==> src/rtl/egress_slot_scheduler_if.sv <==
// Purpose: handshake/data bundle between slot-window logic, the queue servers and the egress scheduler.
// Latency: none, wires only.
// Backpressure: requesters hold req/len until they see their grant; no ready signal.
interface egress_slot_scheduler_if #(
    parameter int N_RC = 2
);
    // slot window and line-time inputs
    logic              tick;
    logic [1:0]        slot_state;
    logic [7:0]        slot_remain;
    // per-class requests
    logic              tt_req;
    logic [7:0]        tt_len;
    logic [N_RC-1:0]   rc_req;
    logic [8*N_RC-1:0] rc_len;
    logic              be_req;
    logic [7:0]        be_len;
    // grants and transmit status
    logic              tt_gnt;
    logic [N_RC-1:0]   rc_gnt;
    logic              be_gnt;
    logic              tx_busy;
    logic [1:0]        tx_class;
    logic [3:0]        tx_chan;
    logic [7:0]        tx_remain;
    logic              tx_done;
    logic              tx_abort;
    logic              overrun;

    // upstream side: drives slot info and requests, receives grants/status
    modport master (
        output tick, slot_state, slot_remain,
        output tt_req, tt_len, rc_req, rc_len, be_req, be_len,
        input  tt_gnt, rc_gnt, be_gnt, tx_busy, tx_class, tx_chan,
        input  tx_remain, tx_done, tx_abort, overrun
    );

    // scheduler side
    modport slave (
        input  tick, slot_state, slot_remain,
        input  tt_req, tt_len, rc_req, rc_len, be_req, be_len,
        output tt_gnt, rc_gnt, be_gnt, tx_busy, tx_class, tx_chan,
        output tx_remain, tx_done, tx_abort, overrun
    );
endinterface

==> src/rtl/egress_slot_scheduler.sv <==
// Purpose: per-port egress scheduler, TT > RC(round-robin) > BE, slot-window admission, 16B-unit tx tracking.
// Latency: grant one cycle after admissible inputs are sampled; L ticks in XMIT plus one gap tick.
// Backpressure: requesters hold req/len until granted; re-arbitration only from IDLE. Macro SLOT_ABORT_EN cuts RC/BE frames hit by a TT slot.
module egress_slot_scheduler #(
    parameter int N_RC = 2
) (
    input  logic                   clk,
    input  logic                   rst,
    egress_slot_scheduler_if.slave bus
);
    typedef enum logic [1:0] {
        S_IDLE = 2'd0,
        S_XMIT = 2'd1,
        S_GAP  = 2'd2
    } state_t;

    localparam logic [1:0] CLS_NONE    = 2'b00;
    localparam logic [1:0] CLS_TT      = 2'b01;
    localparam logic [1:0] CLS_RC      = 2'b10;
    localparam logic [1:0] CLS_BE      = 2'b11;
    localparam logic [1:0] SLOT_DEF    = 2'b00;
    localparam logic [1:0] SLOT_MARGIN = 2'b01;
    localparam logic [1:0] SLOT_TT     = 2'b11;

    state_t            r_state, w_state_nxt;
    logic [3:0]        r_rr_ptr, w_rr_ptr_nxt;
    logic              r_tt_gnt, w_tt_gnt_nxt;
    logic [N_RC-1:0]   r_rc_gnt, w_rc_gnt_nxt;
    logic              r_be_gnt, w_be_gnt_nxt;
    logic [1:0]        r_tx_class, w_tx_class_nxt;
    logic [3:0]        r_tx_chan, w_tx_chan_nxt;
    logic [7:0]        r_tx_remain, w_tx_remain_nxt;
    logic              r_tx_done, w_tx_done_nxt;
    logic              r_overrun, w_overrun_nxt;

    logic              w_tt_ok, w_be_ok, w_rc_any, w_any_ok;
    logic [N_RC-1:0]   w_rc_ok;
    logic              w_hi_found, w_lo_found;
    logic [3:0]        w_hi_idx, w_lo_idx, w_rc_idx;
    logic [7:0]        w_hi_len, w_lo_len, w_rc_len;
    logic              w_last_tick, w_guard, w_abort;

    // admissibility of each requester against the current slot window
    always_comb begin
        w_rc_ok = '0;
        w_tt_ok = bus.tt_req && (bus.tt_len != 8'd0) && (bus.slot_state == SLOT_TT)
                  && (bus.tt_len <= bus.slot_remain);
        w_be_ok = bus.be_req && (bus.be_len != 8'd0) && (bus.slot_state == SLOT_DEF);
        for (int i = 0; i < N_RC; i++) begin
            w_rc_ok[i] = bus.rc_req[i] && (bus.rc_len[8*i +: 8] != 8'd0)
                         && ((bus.slot_state == SLOT_DEF)
                             || ((bus.slot_state == SLOT_MARGIN)
                                 && (bus.rc_len[8*i +: 8] <= bus.slot_remain)));
        end
    end

    // round-robin pick: first admissible queue at/after rr_ptr, else first below it (wrap)
    always_comb begin
        w_hi_found = 1'b0;
        w_lo_found = 1'b0;
        w_hi_idx   = 4'd0;
        w_lo_idx   = 4'd0;
        w_hi_len   = 8'd0;
        w_lo_len   = 8'd0;
        for (int i = 0; i < N_RC; i++) begin
            if (w_rc_ok[i] && !w_hi_found && (4'(i) >= r_rr_ptr)) begin
                w_hi_found = 1'b1;
                w_hi_idx   = 4'(i);
                w_hi_len   = bus.rc_len[8*i +: 8];
            end
            if (w_rc_ok[i] && !w_lo_found && (4'(i) < r_rr_ptr)) begin
                w_lo_found = 1'b1;
                w_lo_idx   = 4'(i);
                w_lo_len   = bus.rc_len[8*i +: 8];
            end
        end
        w_rc_any = w_hi_found || w_lo_found;
        w_rc_idx = w_hi_found ? w_hi_idx : w_lo_idx;
        w_rc_len = w_hi_found ? w_hi_len : w_lo_len;
        w_any_ok = w_tt_ok || w_rc_any || w_be_ok;
    end

    // A TT slot arriving under an RC/BE frame is a guard violation, unless this
    // very tick finishes the frame.
    assign w_last_tick = bus.tick && (r_tx_remain == 8'd1);
    assign w_guard     = (r_state == S_XMIT)
                         && ((r_tx_class == CLS_RC) || (r_tx_class == CLS_BE))
                         && (bus.slot_state == SLOT_TT) && !w_last_tick;
`ifdef SLOT_ABORT_EN
    assign w_abort = w_guard;
`else
    assign w_abort = 1'b0;
`endif

    // state register
    always_ff @(posedge clk) begin
        if (rst) begin
            r_state <= S_IDLE;
        end else begin
            r_state <= w_state_nxt;
        end
    end

    // next-state: leave IDLE on any admissible request, count ticks in XMIT, one gap tick
    always_comb begin
        w_state_nxt = r_state;
        case (r_state)
            S_IDLE: if (w_any_ok) w_state_nxt = S_XMIT;
            S_XMIT: if (w_abort || w_last_tick) w_state_nxt = S_GAP;
            S_GAP:  if (bus.tick) w_state_nxt = S_IDLE;
            default: w_state_nxt = S_IDLE;
        endcase
    end

    // output/datapath next values: grant pulses, frame descriptor, unit countdown
    always_comb begin
        w_tt_gnt_nxt    = 1'b0;
        w_rc_gnt_nxt    = '0;
        w_be_gnt_nxt    = 1'b0;
        w_tx_done_nxt   = 1'b0;
        w_tx_class_nxt  = r_tx_class;
        w_tx_chan_nxt   = r_tx_chan;
        w_tx_remain_nxt = r_tx_remain;
        w_rr_ptr_nxt    = r_rr_ptr;
        w_overrun_nxt   = r_overrun || w_guard;
        case (r_state)
            S_IDLE: begin
                if (w_tt_ok) begin
                    w_tt_gnt_nxt    = 1'b1;
                    w_tx_class_nxt  = CLS_TT;
                    w_tx_chan_nxt   = 4'd0;
                    w_tx_remain_nxt = bus.tt_len;
                end else if (w_rc_any) begin
                    for (int i = 0; i < N_RC; i++) begin
                        w_rc_gnt_nxt[i] = (w_rc_idx == 4'(i));
                    end
                    w_tx_class_nxt  = CLS_RC;
                    w_tx_chan_nxt   = w_rc_idx;
                    w_tx_remain_nxt = w_rc_len;
                    w_rr_ptr_nxt    = (w_rc_idx == 4'(N_RC - 1)) ? 4'd0 : (w_rc_idx + 4'd1);
                end else if (w_be_ok) begin
                    w_be_gnt_nxt    = 1'b1;
                    w_tx_class_nxt  = CLS_BE;
                    w_tx_chan_nxt   = 4'd0;
                    w_tx_remain_nxt = bus.be_len;
                end
            end
            S_XMIT: begin
                if (w_abort) begin
                    w_tx_remain_nxt = 8'd0;
                    w_tx_class_nxt  = CLS_NONE;
                    w_tx_chan_nxt   = 4'd0;
                end else if (bus.tick) begin
                    w_tx_remain_nxt = r_tx_remain - 8'd1;
                    if (w_last_tick) begin
                        w_tx_done_nxt  = 1'b1;
                        w_tx_class_nxt = CLS_NONE;
                        w_tx_chan_nxt  = 4'd0;
                    end
                end
            end
            default: ;
        endcase
    end

    // output and arbitration registers
    always_ff @(posedge clk) begin
        if (rst) begin
            r_rr_ptr    <= 4'd0;
            r_tt_gnt    <= 1'b0;
            r_rc_gnt    <= '0;
            r_be_gnt    <= 1'b0;
            r_tx_class  <= CLS_NONE;
            r_tx_chan   <= 4'd0;
            r_tx_remain <= 8'd0;
            r_tx_done   <= 1'b0;
            r_overrun   <= 1'b0;
        end else begin
            r_rr_ptr    <= w_rr_ptr_nxt;
            r_tt_gnt    <= w_tt_gnt_nxt;
            r_rc_gnt    <= w_rc_gnt_nxt;
            r_be_gnt    <= w_be_gnt_nxt;
            r_tx_class  <= w_tx_class_nxt;
            r_tx_chan   <= w_tx_chan_nxt;
            r_tx_remain <= w_tx_remain_nxt;
            r_tx_done   <= w_tx_done_nxt;
            r_overrun   <= w_overrun_nxt;
        end
    end

`ifdef SLOT_ABORT_EN
    logic r_tx_abort;

    // abort pulse accompanies the cut of an RC/BE frame
    always_ff @(posedge clk) begin
        if (rst) begin
            r_tx_abort <= 1'b0;
        end else begin
            r_tx_abort <= w_abort;
        end
    end
    assign bus.tx_abort = r_tx_abort;
`else
    assign bus.tx_abort = 1'b0;
`endif

    assign bus.tt_gnt    = r_tt_gnt;
    assign bus.rc_gnt    = r_rc_gnt;
    assign bus.be_gnt    = r_be_gnt;
    assign bus.tx_busy   = (r_state != S_IDLE);
    assign bus.tx_class  = r_tx_class;
    assign bus.tx_chan   = r_tx_chan;
    assign bus.tx_remain = r_tx_remain;
    assign bus.tx_done   = r_tx_done;
    assign bus.overrun   = r_overrun;
endmodule

==> src/flat_wrapper.sv <==
// flat-port wrapper written by rule: the top's interface ports become plain ports
module egress_slot_scheduler_flat 
#(
    parameter int N_RC = 2
)
  (clk, rst, bus_tick, bus_slot_state, bus_slot_remain, bus_tt_req, bus_tt_len, bus_rc_req, bus_rc_len, bus_be_req, bus_be_len, bus_tt_gnt, bus_rc_gnt, bus_be_gnt, bus_tx_busy, bus_tx_class, bus_tx_chan, bus_tx_remain, bus_tx_done, bus_tx_abort, bus_overrun);
  egress_slot_scheduler_if #(.N_RC(N_RC)) bus_i ();
  input  logic clk;
  input  logic rst;
  input wire logic [$bits(bus_i.tick)-1:0] bus_tick;
  input wire logic [$bits(bus_i.slot_state)-1:0] bus_slot_state;
  input wire logic [$bits(bus_i.slot_remain)-1:0] bus_slot_remain;
  input wire logic [$bits(bus_i.tt_req)-1:0] bus_tt_req;
  input wire logic [$bits(bus_i.tt_len)-1:0] bus_tt_len;
  input wire logic [$bits(bus_i.rc_req)-1:0] bus_rc_req;
  input wire logic [$bits(bus_i.rc_len)-1:0] bus_rc_len;
  input wire logic [$bits(bus_i.be_req)-1:0] bus_be_req;
  input wire logic [$bits(bus_i.be_len)-1:0] bus_be_len;
  output wire logic [$bits(bus_i.tt_gnt)-1:0] bus_tt_gnt;
  output wire logic [$bits(bus_i.rc_gnt)-1:0] bus_rc_gnt;
  output wire logic [$bits(bus_i.be_gnt)-1:0] bus_be_gnt;
  output wire logic [$bits(bus_i.tx_busy)-1:0] bus_tx_busy;
  output wire logic [$bits(bus_i.tx_class)-1:0] bus_tx_class;
  output wire logic [$bits(bus_i.tx_chan)-1:0] bus_tx_chan;
  output wire logic [$bits(bus_i.tx_remain)-1:0] bus_tx_remain;
  output wire logic [$bits(bus_i.tx_done)-1:0] bus_tx_done;
  output wire logic [$bits(bus_i.tx_abort)-1:0] bus_tx_abort;
  output wire logic [$bits(bus_i.overrun)-1:0] bus_overrun;
  assign bus_i.tick = bus_tick;
  assign bus_i.slot_state = bus_slot_state;
  assign bus_i.slot_remain = bus_slot_remain;
  assign bus_i.tt_req = bus_tt_req;
  assign bus_i.tt_len = bus_tt_len;
  assign bus_i.rc_req = bus_rc_req;
  assign bus_i.rc_len = bus_rc_len;
  assign bus_i.be_req = bus_be_req;
  assign bus_i.be_len = bus_be_len;
  assign bus_tt_gnt = bus_i.tt_gnt;
  assign bus_rc_gnt = bus_i.rc_gnt;
  assign bus_be_gnt = bus_i.be_gnt;
  assign bus_tx_busy = bus_i.tx_busy;
  assign bus_tx_class = bus_i.tx_class;
  assign bus_tx_chan = bus_i.tx_chan;
  assign bus_tx_remain = bus_i.tx_remain;
  assign bus_tx_done = bus_i.tx_done;
  assign bus_tx_abort = bus_i.tx_abort;
  assign bus_overrun = bus_i.overrun;
  egress_slot_scheduler #(.N_RC(N_RC)) u_core (.clk(clk), .rst(rst), .bus(bus_i));
endmodule
==> config.mk <==
export PLATFORM = sky130hd
export DESIGN_NAME = egress_slot_scheduler_flat
export DESIGN_NICKNAME = d
export VERILOG_FILES = /design/src/rtl/egress_slot_scheduler_if.sv /design/src/rtl/egress_slot_scheduler.sv /design/src/flat_wrapper.sv
export SDC_FILE = /design/constraint.sdc
export NUM_CORES = 1
export LEC_CHECK = 0
export ABC_AREA = 1
export CAP_MARGIN = 0
export CELL_PAD_IN_SITES_DETAIL_PLACEMENT = 0
export CELL_PAD_IN_SITES_GLOBAL_PLACEMENT = 1
export CORE_MARGIN = 2
export CORE_UTILIZATION = 25
export CTS_BUF_LIST = sky130_fd_sc_hd__clkbuf_4 sky130_fd_sc_hd__clkbuf_8
export DETAILED_ROUTE_END_ITERATION = 8
export PLACE_DENSITY_LB_ADDON = 0.2
export SETUP_SLACK_MARGIN = 0.3
export SLEW_MARGIN = 20
export SYNTH_ARGS = -nofsm -noshare
export SYNTH_HDL_FRONTEND = slang
export SYNTH_SLANG_ARGS = --single-unit
==> constraint.sdc <==
create_clock -name clk -period 2.1 [get_ports clk]
set_input_delay 0.21 -clock clk [delete_from_list [all_inputs] [get_ports clk]]
set_output_delay 0.21 -clock clk [all_outputs]
set_load 0.05 [all_outputs]
==> out/results.tsv <==
stage	metric	value	unit
placed_design	placed cell area	0.00313	sq mm
worst_setup_path	WS Path Type	flop to output port	
floorplanning	Die X-Extent	96.4	microns
power	Max rail drop VDD	0.000230	V
grt	largest net degree at the start of global routing	13	
layout	Nets	515	
status	status	complete, no violations	
floorplanning	area of the core	0.00826	sq mm
routing	post-route ant nets	0	
grt	gr usage total	16.4	%
layout	sequential cell area	400	sq um
layout	post-layout util	44.8	%
synth	Syn Area/Cell	6.37	sq um
worst_setup_path	critical path peak fanout	6	
power	Pint	1.13	mW
routing	Vias per Instance	4.53	
power	Net Sw Power	0.826	mW
layout	area of the multi-input gates	0.00198	sq mm
clocking	clk_lat worst skew	270	ps
sta	Hold Vio Cnt, Final	0	
placed_design	I/O Buffers	66	
grt	Overflow after GRT	0	
layout	commonest cells after routing, fill and taps aside	48 x nand2_1, 43 x inv_1, 33 x nor2_1	
sta	RSZ-0062 raised after global routing	true	
worst_setup_path	crit-path leading delay family	buffers and inverters	
power	Clock power frac	20.1	%
worst_setup_path	Buf/Inv on CP	1	
floorplanning	die height	96.4	microns
clocking	hold_buf cts	0	
clocking	CTS root buffer	clkbuf_8	
min_path	hold path startpoint	u_core.bus.overrun$_SDFF_PP0_	
power	Gate power share	55.7	%
worst_setup_path	setup slack, reg-to-reg	490	ps
floorplanning	Starting Density	25.8	%
power	Pwr Density	530	mW/mm^2
sta	Slew headroom	66.0	%
synth	synth warn	0	
sta	clock period minus worst slack	1740	ps
synth	part of the Yosys area used for sequential elements	18.8	%
power	Leakage	1.75	nW
grt	vias in the first global route	2385	
job	Max-cap violations	0	
layout	area delta synth->final	73.2	%
min_path	Hold Crit Endpoint	u_core.bus.overrun$_SDFF_PP0_	
layout	Filler cells	857	
clocking	H-tree levels	1	
worst_setup_path	Critical-path top delay cell	clkdlybuf4s50_1	
layout	number of diodes	0	
clocking	TritonCTS clock tree	done	
routing	routed via count	2464	
sta	setup violators final	0	
routing	DRT Pass-1 Iters	4	
clocking	CTS max path bufs	2	
worst_setup_path	cells along the critical path	clkdlybuf4s50_1	
worst_setup_path	reg2reg end	u_core.bus.tx_remain[4]$_SDFFE_PP0P_	
grt	antenna violations before repair	0	
layout	Finished Layout Cells	544	
synth	synthesized flop and latch total	20	
power	sw frac	42.2	%
power	Pwr Total	1.96	mW
min_path	HP Class	flop to flop	
synth	Gate Count Post-Synth	335	
worst_setup_path	Worst setup SP type	flop	
min_path	Hold Path Stages	2	
worst_setup_path	CP required	1890	ps
sta	fin crit share	82.7	%
placed_design	placed insts	532	
sta	fin. max-slew vios	0	
layout	share of post-route cells with drive strength above 1	40.1	%
worst_setup_path	Worst Path Arrival	1530	ps
floorplanning	Rows	33	
placed_design	GPL Wtd Cong	0.788	
sta	Worst-Margin Slew	509	ps
worst_setup_path	CP Capture Type	output port	
routing	DRC Markers	0	
layout	commonest non-fill, non-tap cell in the layout	nand2_1	
routing	initial DRC count	75	
worst_setup_path	reg2reg start	u_core.bus.tx_remain[0]$_SDFFE_PP0P_	
synth	post-synthesis cell type count	34	
power	Reg power frac	24.1	%
synth	cell area after synthesis	0.00213	sq mm
worst_setup_path	Crit path largest cell delay	840	ps
worst_setup_path	r2r worst-path depth	9	
clocking	clock slew at reported path FFs	80	ps
routing	WL/cell	13.6	microns
routing	Detailed Route WL	7420	microns
clocking	TritonCTS Buffers	3	
layout	final instance area	0.00370	sq mm
sta	Setup Skew	3.87	ps
placed_design	Post-DP HPWL	5900	microns
floorplanning	Ports	71	
grt	first-pass GRT wire length	11800	microns
floorplanning	Total Die Area	0.00929	sq mm
sta	highest clock rate	575	MHz
clocking	CTS sink count	20	
==> flip-flops by register name (all words and copies together), names as in the netlist <==
register,count
u_core.r_state,2
u_core.bus.rc_gnt,2
u_core.bus.tx_chan,1
u_core.bus.tx_done,1
u_core.bus.be_gnt,1
u_core.bus.tt_gnt,1
u_core.bus.tx_class,2
u_core.bus.overrun,1
u_core.r_rr_ptr,1
u_core.bus.tx_remain,8
==> synthesized netlist by cell type (all sizes together) <==
| cell type | number | area (sq um) |
|---|---|---|
| nand3 | 30 | 150 |
| a21o | 3 | 22.5 |
| a21oi | 29 | 153 |
| a21boi | 1 | 18.8 |
| nand2 | 79 | 352 |
| clkbuf | 2 | 7.51 |
| ha | 26 | 325 |
| nand4 | 6 | 52.6 |
| nor4 | 2 | 12.5 |
| buf | 5 | 41.3 |
| and3 | 1 | 6.26 |
| or2 | 3 | 18.8 |
| o21ai | 18 | 90.1 |
| o22ai | 1 | 6.26 |
| dfxtp | 20 | 400 |
| inv | 59 | 226 |
| nor2 | 44 | 196 |
| conb | 1 | 3.75 |
| xnor2 | 1 | 8.76 |
| nand3b | 1 | 20.0 |
| nor3 | 1 | 5.00 |
| a41o | 1 | 10.0 |
| o21a | 1 | 7.51 |
==> per-layer routing <==
metal	GRT usage (%)	up-vias	part of all wire [%]
met1	23.2	1118	50
met3	2.25	5	4.1
li1	-	1289	-
met4	1.41	0	0.43
met5	0	-	0
met2	27.4	52	46
==> stage by stage <==
| stage | hold WS [ps] | setup slack, ps | TNS [ps] |
|---|---|---|---|
| floorplan | 377 | 403 | 0 |
| global placement | 442 | -339 | -4210 |
| detailed placement | 454 | -317 | -3770 |
| CTS | 466 | 292 | 0 |
| global route | 480 | 285 | 0 |
| finish | 454 | 362 | 0 |
==> power groups by stage <==
| stage | clock [mW] | combinational (mW) | sequential (mW) |
|---|---|---|---|
| floorplan | 0 | 0.448 | 0.595 |
| global placement | 0 | 0.908 | 0.480 |
| detailed placement | 0 | 0.908 | 0.481 |
| CTS | 0.403 | 1.02 | 0.472 |
| global route | 0.417 | 1.19 | 0.480 |
| finish | 0.394 | 1.09 | 0.472 |
==> area by class of cell <==
class | instances | share of cell area [%]
Multi-Input combinational cell | 253 | 53.5
Timing Repair Buffer | 103 | 23.8
Sequential cell | 20 | 10.8
Inverter | 59 | 6.40
Tap cell | 105 | 3.55
Clock buffer | 3 | 1.12
Clock inverter | 1 | 0.812
==> cells by family (layout without fill, tap and decap cells) <==
| group | Yosys count | in the layout | synth area share [%] |
|---|---|---|---|
| buffers and inverters | 66 | 166 | 12.9 |
| AO/OA/AOI/OAI | 54 | 54 | 14.4 |
| flip-flops | 20 | 20 | 18.8 |
| other | 1 | 4 | 0.176 |
| adder cells (fa/ha/maj) | 26 | 26 | 15.2 |
| AND/OR/NAND/NOR | 167 | 168 | 38.1 |
| XOR/XNOR | 1 | 1 | 0.410 |
==> how the worst max path moves through the flow <==
stage / start / endpoint / slack [ps] / cells after the start
6_report: u_core.bus.tx_remain[3]$_SDFFE_PP0P_ / bus_tx_remain[3] / 360 / 1
5_1_grt: bus_rc_len[13] / u_core.bus.tx_remain[7]$_SDFFE_PP0P_ / 280 / 13
4_1_cts: bus_slot_remain[5] / u_core.bus.tx_remain[2]$_SDFFE_PP0P_ / 290 / 15
3_5_place_dp: bus_slot_remain[7] / u_core.bus.tx_remain[7]$_SDFFE_PP0P_ / -320 / 13
3_3_place_gp: bus_slot_remain[7] / u_core.bus.tx_remain[1]$_SDFFE_PP0P_ / -340 / 13
2_1_floorplan: u_core.bus.tx_remain[0]$_SDFFE_PP0P_ / u_core.bus.tx_remain[4]$_SDFFE_PP0P_ / 400 / 9
==> repair_timing <==
action | 4_1_cts | 5_1_grt
cloned | 1 | 0
setup endpoints to repair | 18 | 17
buffers inserted | 5 | 2
resized for setup | 101 | 95
pin swaps | 50 | 45
endpoints found under the hold margin | 0 | 0
Note: power is estimated with default switching activity, not from simulation.
